==> src/rtl/roll_pkg.sv <==
`default_nettype none
// ============================================================================
// Module      : roll_pkg
// Description : Shared types and board/dice constants for the roll sequencer.
// Revision    : 1.0 - initial release
// ============================================================================
package roll_pkg;

    localparam int TILE_W = 4;
    localparam int DICE_W = 3;
    localparam int LFSR_W = 16;

    localparam logic [TILE_W-1:0] LAST_TILE = 4'd9;
    localparam logic [DICE_W-1:0] DICE_MAX  = 3'd6;
    localparam logic [LFSR_W-1:0] LFSR_MASK = 16'hB400;

    typedef enum logic [2:0] {
        IDLE       = 3'd0,
        ROLL       = 3'd1,
        SHOW       = 3'd2,
        ISSUE      = 3'd3,
        WAIT_START = 3'd4,
        WAIT_DONE  = 3'd5,
        FINISH     = 3'd6
    } state_t;

    // A usable die face is 1..DICE_MAX; 0 and 7 are not faces.
    function automatic logic is_face(input logic [DICE_W-1:0] v);
        return (v >= 3'd1) && (v <= DICE_MAX);
    endfunction

endpackage
`default_nettype wire

==> src/rtl/dice_lfsr.sv <==
`default_nettype none
// ============================================================================
// Module      : dice_lfsr
// Description : Free-running 16-bit Galois LFSR; exposes its low dice bits.
// Revision    : 1.0 - initial release
// ============================================================================
module dice_lfsr
    import roll_pkg::*;
#(
    parameter logic [LFSR_W-1:0] SEED = 16'hACE1
) (
    input  logic              clk,
    input  logic              rst,
    output logic [DICE_W-1:0] low_bits
);

    logic [LFSR_W-1:0] r_lfsr;

    always_ff @(posedge clk) begin
        if (rst) begin
            r_lfsr <= SEED;
        end else begin
            r_lfsr <= {1'b0, r_lfsr[LFSR_W-1:1]} ^ (r_lfsr[0] ? LFSR_MASK : '0);
        end
    end

    assign low_bits = r_lfsr[DICE_W-1:0];

endmodule
`default_nettype wire

==> src/rtl/roll_sequencer.sv <==
`default_nettype none
// ============================================================================
// Module      : roll_sequencer
// Description : Turn controller: rolls a die, then issues one-tile moves.
// Revision    : 1.0 - initial release
// ============================================================================
module roll_sequencer
    import roll_pkg::*;
#(
    parameter int unsigned       SHOW_FRAMES   = 32,
    parameter int unsigned       START_TIMEOUT = 4,
    parameter logic [LFSR_W-1:0] LFSR_SEED     = 16'hACE1
) (
    input  logic              clk,
    input  logic              rst,
    input  logic              roll_req,
    input  logic [DICE_W-1:0] debug_dice,
    input  logic [TILE_W-1:0] current_tile,
    input  logic              is_moving,
    output logic              move_trigger,
    output logic [DICE_W-1:0] dice_value,
    output logic [DICE_W-1:0] steps_left,
    output logic              busy,
    output logic              turn_done
);

    localparam int unsigned c_cnt_max = (SHOW_FRAMES > START_TIMEOUT) ? SHOW_FRAMES : START_TIMEOUT;
    localparam int          c_cnt_w   = $clog2(c_cnt_max + 1);
    localparam logic [c_cnt_w-1:0] c_show_last  = c_cnt_w'(SHOW_FRAMES - 1);
    localparam logic [c_cnt_w-1:0] c_start_last = c_cnt_w'(START_TIMEOUT - 1);

    state_t              r_state;
    logic                r_roll_d;
    logic [c_cnt_w-1:0]  r_cnt;
    logic [DICE_W-1:0]   r_dice;
    logic [DICE_W-1:0]   r_steps;

    state_t              w_state_nxt;
    logic [c_cnt_w-1:0]  w_cnt_nxt;
    logic [c_cnt_w-1:0]  w_cnt_inc;
    logic [DICE_W-1:0]   w_dice_nxt;
    logic [DICE_W-1:0]   w_steps_nxt;
    logic [DICE_W-1:0]   w_steps_dec;
    logic [DICE_W-1:0]   w_lfsr_bits;
    logic                w_roll_edge;
    logic                w_at_goal;

    dice_lfsr #(
        .SEED     (LFSR_SEED)
    ) u_dice_lfsr (
        .clk      (clk),
        .rst      (rst),
        .low_bits (w_lfsr_bits)
    );

    assign w_roll_edge = roll_req & ~r_roll_d;
    assign w_at_goal   = (current_tile == LAST_TILE);
    assign w_cnt_inc   = (r_cnt == '1) ? r_cnt : r_cnt + 1'b1;
    assign w_steps_dec = (r_steps == '0) ? r_steps : r_steps - 1'b1;

    always_ff @(posedge clk) begin
        if (rst) begin
            r_state  <= IDLE;
            r_roll_d <= 1'b0;
            r_cnt    <= '0;
            r_dice   <= '0;
            r_steps  <= '0;
        end else begin
            r_state  <= w_state_nxt;
            r_roll_d <= roll_req;
            r_cnt    <= w_cnt_nxt;
            r_dice   <= w_dice_nxt;
            r_steps  <= w_steps_nxt;
        end
    end

    always_comb begin
        w_state_nxt = r_state;
        w_cnt_nxt   = r_cnt;
        w_dice_nxt  = r_dice;
        w_steps_nxt = r_steps;
        case (r_state)
            IDLE: begin
                if (w_roll_edge) w_state_nxt = ROLL;
            end
            ROLL: begin
                // Out-of-range LFSR bits are rejected; retry next cycle.
                if (is_face(debug_dice)) begin
                    w_dice_nxt  = debug_dice;
                    w_steps_nxt = debug_dice;
                    w_cnt_nxt   = '0;
                    w_state_nxt = SHOW;
                end else if (is_face(w_lfsr_bits)) begin
                    w_dice_nxt  = w_lfsr_bits;
                    w_steps_nxt = w_lfsr_bits;
                    w_cnt_nxt   = '0;
                    w_state_nxt = SHOW;
                end
            end
            SHOW: begin
                // Hold off the first move while a stale move is still in flight.
                if (r_cnt >= c_show_last) begin
                    if (w_at_goal)       w_state_nxt = FINISH;
                    else if (!is_moving) w_state_nxt = ISSUE;
                end else begin
                    w_cnt_nxt = w_cnt_inc;
                end
            end
            ISSUE: begin
                w_cnt_nxt   = '0;
                w_state_nxt = WAIT_START;
            end
            WAIT_START: begin
                if (is_moving)                  w_state_nxt = WAIT_DONE;
                else if (r_cnt >= c_start_last) w_state_nxt = FINISH;
                else                            w_cnt_nxt   = w_cnt_inc;
            end
            WAIT_DONE: begin
                if (!is_moving) begin
                    w_steps_nxt = w_steps_dec;
                    if ((w_steps_dec == '0) || w_at_goal) w_state_nxt = FINISH;
                    else                                  w_state_nxt = ISSUE;
                end
            end
            FINISH: begin
                w_steps_nxt = '0;
                w_state_nxt = IDLE;
            end
            default: begin
                w_state_nxt = IDLE;
            end
        endcase
    end

    assign move_trigger = (r_state == ISSUE);
    assign turn_done    = (r_state == FINISH);
    assign busy         = (r_state != IDLE);
    assign dice_value   = r_dice;
    assign steps_left   = r_steps;

endmodule
`default_nettype wire

==> config.mk <==
export PLATFORM = sky130hd
export DESIGN_NAME = roll_sequencer
export DESIGN_NICKNAME = d
export VERILOG_FILES = /design/src/rtl/roll_pkg.sv /design/src/rtl/dice_lfsr.sv /design/src/rtl/roll_sequencer.sv
export SDC_FILE = /design/constraint.sdc
export NUM_CORES = 1
export LEC_CHECK = 0
export CAP_MARGIN = 30
export CORE_AREA = 2 2 83 85
export DETAILED_ROUTE_END_ITERATION = 8
export DIE_AREA = 0 0 85 87
export PLACE_DENSITY_LB_ADDON = 0.3
export SYNTH_ARGS = -nofsm -noshare
export SYNTH_HDL_FRONTEND = slang
export SYNTH_SLANG_ARGS = --single-unit
==> constraint.sdc <==
create_clock -name clk -period 1.9 [get_ports clk]
set_input_delay 0.475 -clock clk [delete_from_list [all_inputs] [get_ports clk]]
set_output_delay 0.475 -clock clk [all_outputs]
set_load 0.01 [all_outputs]
# Yosys cells after proc, flatten, opt, wreduce, memory -nomap -nowiden
# Index checks and enable logic that the tools add are counted.
dict set report op_classes {
  addsub 2
  n_lt_le_gt_ge 6
  eq_ne 17
  mux 24
  bitwise_logic 3
  reduce_logical 14
}
# op count
set op_table {}
lappend op_table {{$mux 3} 14}
lappend op_table {{$mux 6} 6}
lappend op_table {{$pmux 6 s4} 1}
lappend op_table {{$pmux 3 s6} 1}
lappend op_table {{$mux 16} 1}
lappend op_table {{$xor 15x16->16} 1}
lappend op_table {{$ne 2x2->1 const B} 6}
lappend op_table {{$eq 3x3->1 const B} 3}
lappend op_table {{$logic_not 3->1} 3}
lappend op_table {{$ne 3x3->1 const B} 3}
lappend op_table {{$pmux 3 s3} 1}
lappend op_table {{$add 6x1->6 const B} 1}
lappend op_table {{$eq 3x2->1 const B} 2}
lappend op_table {{$eq 6x6->1 const B} 1}
lappend op_table {{$ge 3x1->1 const B} 2}
lappend op_table {{$ge 6x2->1 const B} 1}
lappend op_table {{$ge 6x5->1 const B} 1}
lappend op_table {{$le 3x3->1 const B} 2}
lappend op_table {{$reduce_and 6->1} 1}
lappend op_table {{$reduce_bool 3->1} 2}
lappend op_table {{$reduce_and 5->1} 1}
lappend op_table {{$eq 4x4->1 const B} 1}
lappend op_table {{$reduce_bool 4->1} 1}
lappend op_table {{$eq 3x1->1 const B} 1}
lappend op_table {{other kinds (8)} 9}
dict set report totals {
  regBits 32
  output_inout_bits 9
}

# Logic depth before layout (Yosys ltp)
dict set report depth {
  ltp_word 7
  ltp_mapped 8
}

# Modules after synthesis
# A second synthesis with hierarchy kept.
dict set report unflattened {
  cells_unflattened 176
  hier_area_um2 1590.3
}
# mod n_inst cells_each area_per_inst_um2 seq_area_each_um2
set modules_own_cells {}
lappend modules_own_cells {roll_sequencer 1 137 1104.8 320.3}
lappend modules_own_cells {dice_lfsr 1 39 485.5 320.3}

# Worst setup path after synthesis
# No wires, ideal clock.
dict set report synth_timing {
  kind {reg2reg}
  from {reg r_steps[0] (netlist: steps_left[0])}
  to {reg r_state[0]}
  setup_ps 67
  arrival_time_ps 1835
  required_ps 1833
  slack_ps -2
  path_stages_with_launch 9
  synth_period_minus_slack_ps 1902
  cell_sequence {dfxtp_1 inv_1 ha_1 ha_1 or3b_1 a21oi_1 or3_1 a221o_1 a21oi_2}
}
dict set report synth_via {
  elab_chain_len 7
  elab_cells_between_ends 8
}
# item line_no
set synth_rtl {}
lappend synth_rtl {{from (decl)} roll_sequencer.sv:36} ;# logic [DICE_W-1:0] r_steps;
lappend synth_rtl {{from (signal assigned)} roll_sequencer.sv:73} ;# r_steps <= w_steps_nxt;
lappend synth_rtl {{$sub 3x1->3 or $logic_not 3->1 (tied branches)} roll_sequencer.sv:59} ;# assign w_steps_dec = (r_steps == '0) ? r_steps : r_steps - 1'b1;
lappend synth_rtl {{$mux 3 (*)} roll_sequencer.sv:59}
lappend synth_rtl {{$logic_not 3->1 (*)} roll_sequencer.sv:121} ;# if ((w_steps_dec == '0) || w_at_goal) w_state_nxt = FINISH;
lappend synth_rtl {{$logic_or 1x1->1 (*)} roll_sequencer.sv:121}
lappend synth_rtl {{$mux 3 (*)} roll_sequencer.sv:121}
lappend synth_rtl {{$mux 3 (*)} roll_sequencer.sv:119} ;# if (!is_moving) begin
lappend synth_rtl {{$pmux 3 s6 (*)} roll_sequencer.sv:82} ;# case (r_state)
lappend synth_rtl {{to (signal assigned)} roll_sequencer.sv:69} ;# r_state <= w_state_nxt;
lappend synth_rtl {{to (decl)} roll_sequencer.sv:32} ;# state_t r_state;
# Mark *: on every way between the ends. The rest lies on a longest branch, timed or not. The select of a mux whose other input is x is not followed.
# A chain may end at the register's enable or synchronous reset.

# Worst setup path in the final report
dict set report layout_timing {
  from {reg r_state[0]}
  to {out turn_done}
}
dict set report layout_via {
  elab_chain_len 1
}
# item line_no
set layout_rtl {}
lappend layout_rtl {{$eq 3x3->1} roll_sequencer.sv:136} ;# assign turn_done = (r_state == FINISH);
lappend layout_rtl {{to (decl)} roll_sequencer.sv:24} ;# output logic turn_done
# No other way between the ends.

==> flow_metrics.py <==
metrics = {
    "critical_path": {
        "crit_required_ns": 1.42,
        "reg2reg_to": "r_state[2]$_SDFFE_PP0P_",
        "crit_chain": "inv_2, and3_1, clkdlybuf4s50_1",
        "critPathKind": "reg -> out",
        "reg2regPathDepth": 8,
        "critPathMaxStageDelay_ns": 0.53,
        "critPathMaxFanout": 4,
        "critPathLaunchType": "flop",
        "rrSetupSlack_ns": 0.09,
        "cpLargestDelayFamily": "buffers and inverters",
        "cp_data_arrival_time_ns": 1.36,
        "slowest_stage": "clkdlybuf4s50_1",
        "path_buf_inv": 2,
        "reg2reg_from": "steps_left[1]$_SDFFE_PP0P_",
        "worstSetupEndpointType": "primary output",
    },
    "route": {
        "drtIter0Drc": 80,
        "routed_wl_um": 3600,
        "vias": 1440,
        "first_pass_iters": 5,
        "wl_per_cell_um": 11.5,
        "route.detailed.drc": 0,
        "antenna_left": 0,
        "viasPerCell": 4.62,
    },
    "yosys": {
        "synth.distinct_cells": 48,
        "yosys-top-cells-area": "dfxtp_1 40%, nor2b_1 3.9%, nor2_1 3.5%, ha_1 3.1%, inv_1 2.8%",
        "netlist_instances": 187,
        "synth_edf_count": 0,
        "synth.cell_area_mm2": 0.00160,
        "seq_area_frac_synth_pct": 40.1,
        "synth_commonest_cells": "32 x dfxtp_1, 15 x nor2_1, 12 x inv_1, 11 x nand2_1, 10 x nor2b_1",
        "syn_avg_cell_area_um2": 8.54,
        "synthArstFlopShare_pct": 0,
        "yosysMostFrequentCell": "dfxtp_1",
        "yosys_warnings": 0,
        "synth_seq_cells": 32,
        "synth_area_leader_cell": "dfxtp_1",
        "synth_flop_cell": "dfxtp_1",
        "synth_top_cell_area_share_pct": 40.1,
        "syn-num-nets": 202,
    },
    "placed_design": {
        "gp_congestion": 0.778,
        "portBuffers": 19,
        "hpwlAfterDp_um": 2610,
    },
    "grt": {
        "grt_use_met2_pct": 16.1,
        "grt_overflow": 0,
        "grt-busiest-layer": "met2",
        "use_met1_pct": 13.8,
        "grt_pass1_wl_um": 6250,
        "grtUsageMet3_pct": 3.22,
        "grt_max_degree": 30,
        "track_usage_pct": 10.5,
        "antenna_found_initial": 0,
        "grt_pass1_vias": 1382,
    },
    "power": {
        "p_clk_share_pct": 31.3,
        "seqPwrFrac_pct": 34.7,
        "power_density_mw_per_mm2": 1000,
        "p_sw_share_pct": 28.7,
        "pwr-share-comb_pct": 34.0,
        "p_switching_mw": 0.649,
        "leakage_nw": 0.912,
        "max-vdd-ir-drop_v": 0.000459,
        "intPower_mw": 1.61,
    },
    "finish": {
        "fin_util_pct": 34.3,
        "diodes": 0,
        "syn_to_final_growth_pct": 41.0,
        "drive_above_1_share_pct": 26.7,
        "fin_nets": 246,
    },
    "clock_network": {
        "cts_tree": "yes",
        "clkTransAtPathRegs_ns": 0.06,
        "insertion_delay_ns": 0.28,
        "clock_path_buffers": 2,
        "cts_buffers": 5,
        "htreeDepth": 2,
        "clock_sinks": 32,
        "cts_root_buf": "clkbuf_8",
    },
    "sta": {
        "slew_headroom_pct": 73.8,
        "period_share_pct": 96.5,
        "drv_slew": 0,
        "setup_tns_ns": 0,
        "timing.fmax_ghz": 0.545,
        "worstMarginPinSlew_ns": 0.383,
        "finalSetupViolCount": 0,
        "layout_min_cycle_time_ns": 1.83,
        "hold_viol": 0,
        "skew_ns": 0.00247,
    },
    "floorplanning": {
        "die_h_um": 87,
        "start_util_pct": 24.3,
        "io-pin-count": 20,
        "core_area_mm2": 0.00657,
        "dieArea_mm2": 0.00740,
        "row_count": 30,
        "die_w_um": 85,
    },
    "job": {
        "cap_violations": 0,
    },
    "hold_path": {
        "whs_path_depth": 1,
        "holdCritStartpoint": "u_dice_lfsr.r_lfsr[7]$_SDFF_PP1_",
        "hp-class": "reg -> reg",
        "hold_path_end": "u_dice_lfsr.r_lfsr[6]$_SDFF_PP1_",
    },
    "run_status": {
        "status": "complete, no violations",
    },
}
area by class of cell:
type	instances	area, µm²
Tap cell	80	100
Sequential cell	32	648
Clock buffer	7	96.3
Clock inverter	1	30.0
Fill cell	656	4320
Inverter	12	45.0
Multi-Input combinational cell	135	935
Timing Repair Buffer	45	398
power by group through the flow:
stage	registers [mW]	clock network (mW)	logic [mW]
floorplan	0.794	0	0.399
global placement	0.793	0	0.682
detailed placement	0.795	0	0.684
CTS	0.780	0.722	0.704
global route	0.793	0.760	0.857
finish	0.783	0.706	0.768
cell families after synthesis:
group                    count (synthesis)  synth area share, %
adder cells (fa/ha/maj)                  4                 3.13
AND/OR/NAND/NOR                         77                 26.3
multiplexers                             4                 2.51
AO/OA/AOI/OAI                           46                 20.8
buffers and inverters                   20                 5.01
flip-flops                              32                 40.1
XOR/XNOR                                 4                 2.19
per-layer routing:
| metal | vias to the layer above | wire length [µm] |
|---|---|---|
| met3 | 4 | 174 |
| li1 | 747 | - |
| met5 | - | 0 |
| met4 | 0 | 42 |
| met1 | 664 | 1810 |
| met2 | 25 | 1570 |
per-stage QoR:
step           total power, mW  area (µm²)  std cells  hold slack [ns]  setup slack (ns)
2_1_floorplan             1.19        1600        187            0.389            0.0633
3_3_place_gp              1.47        2040        301            0.392            -0.214
6_report                  2.26        2250        312            0.411            0.0665
4_1_cts                   2.21        2180        310            0.413            0.0185
3_5_place_dp              1.48        2040        301            0.398            -0.264
5_1_grt                   2.41        2250        312            0.420          -0.00978
state kept, by name, summed over array words and instances (netlist names):
name / cells
steps_left: 3
r_state: 3
r_cnt: 6
r_roll_d: 1
dice_value: 3
u_dice_lfsr.r_lfsr: 16
cell usage in the layout (no fill, tap or decap), drive strengths merged, types with 8 or more instances in the layout:
cell type | Yosys | routed
dfxtp | 32 | 32
buf | 4 | 26
clkdlybuf4s50 | 0 | 16
nor2 | 15 | 15
nand2 | 12 | 12
inv | 12 | 12
nor2b | 10 | 10
o21ai | 8 | 8
a21oi | 8 | 8
worst max path at each step:
stage / startpoint / end / cells past startpoint
3_5_place_dp: debug_dice[0] / steps_left[1]$_SDFFE_PP0P_ / 6
3_3_place_gp: debug_dice[0] / steps_left[2]$_SDFFE_PP0P_ / 6
4_1_cts: r_state[1]$_SDFFE_PP0P_ / turn_done / 2
5_1_grt: steps_left[1]$_SDFFE_PP0P_ / r_state[2]$_SDFFE_PP0P_ / 8
6_report: r_state[0]$_SDFFE_PP0P_ / turn_done / 3
2_1_floorplan: steps_left[1]$_SDFFE_PP0P_ / r_state[0]$_SDFFE_PP0P_ / 8
what timing repair did:
item / in CTS / in global routing
buffers inserted: 1 / 2
endpoints found under the setup margin: 4 / 7
hold buffers: 0 / 0
resized for setup: 7 / 14
pin swaps: 0 / 5
worst reg2reg max path, cell delays in order, from the launching register on:
cell and delay [ns]:
dfxtp_2 0.33, inv_2 0.07, ha_4 0.14, ha_4 0.13
or3b_4 0.38, a21oi_4 0.14, o31ai_2 0.07, a221o_1 0.34
a21oi_2 0.14
(Power assumes the default switching activity.)
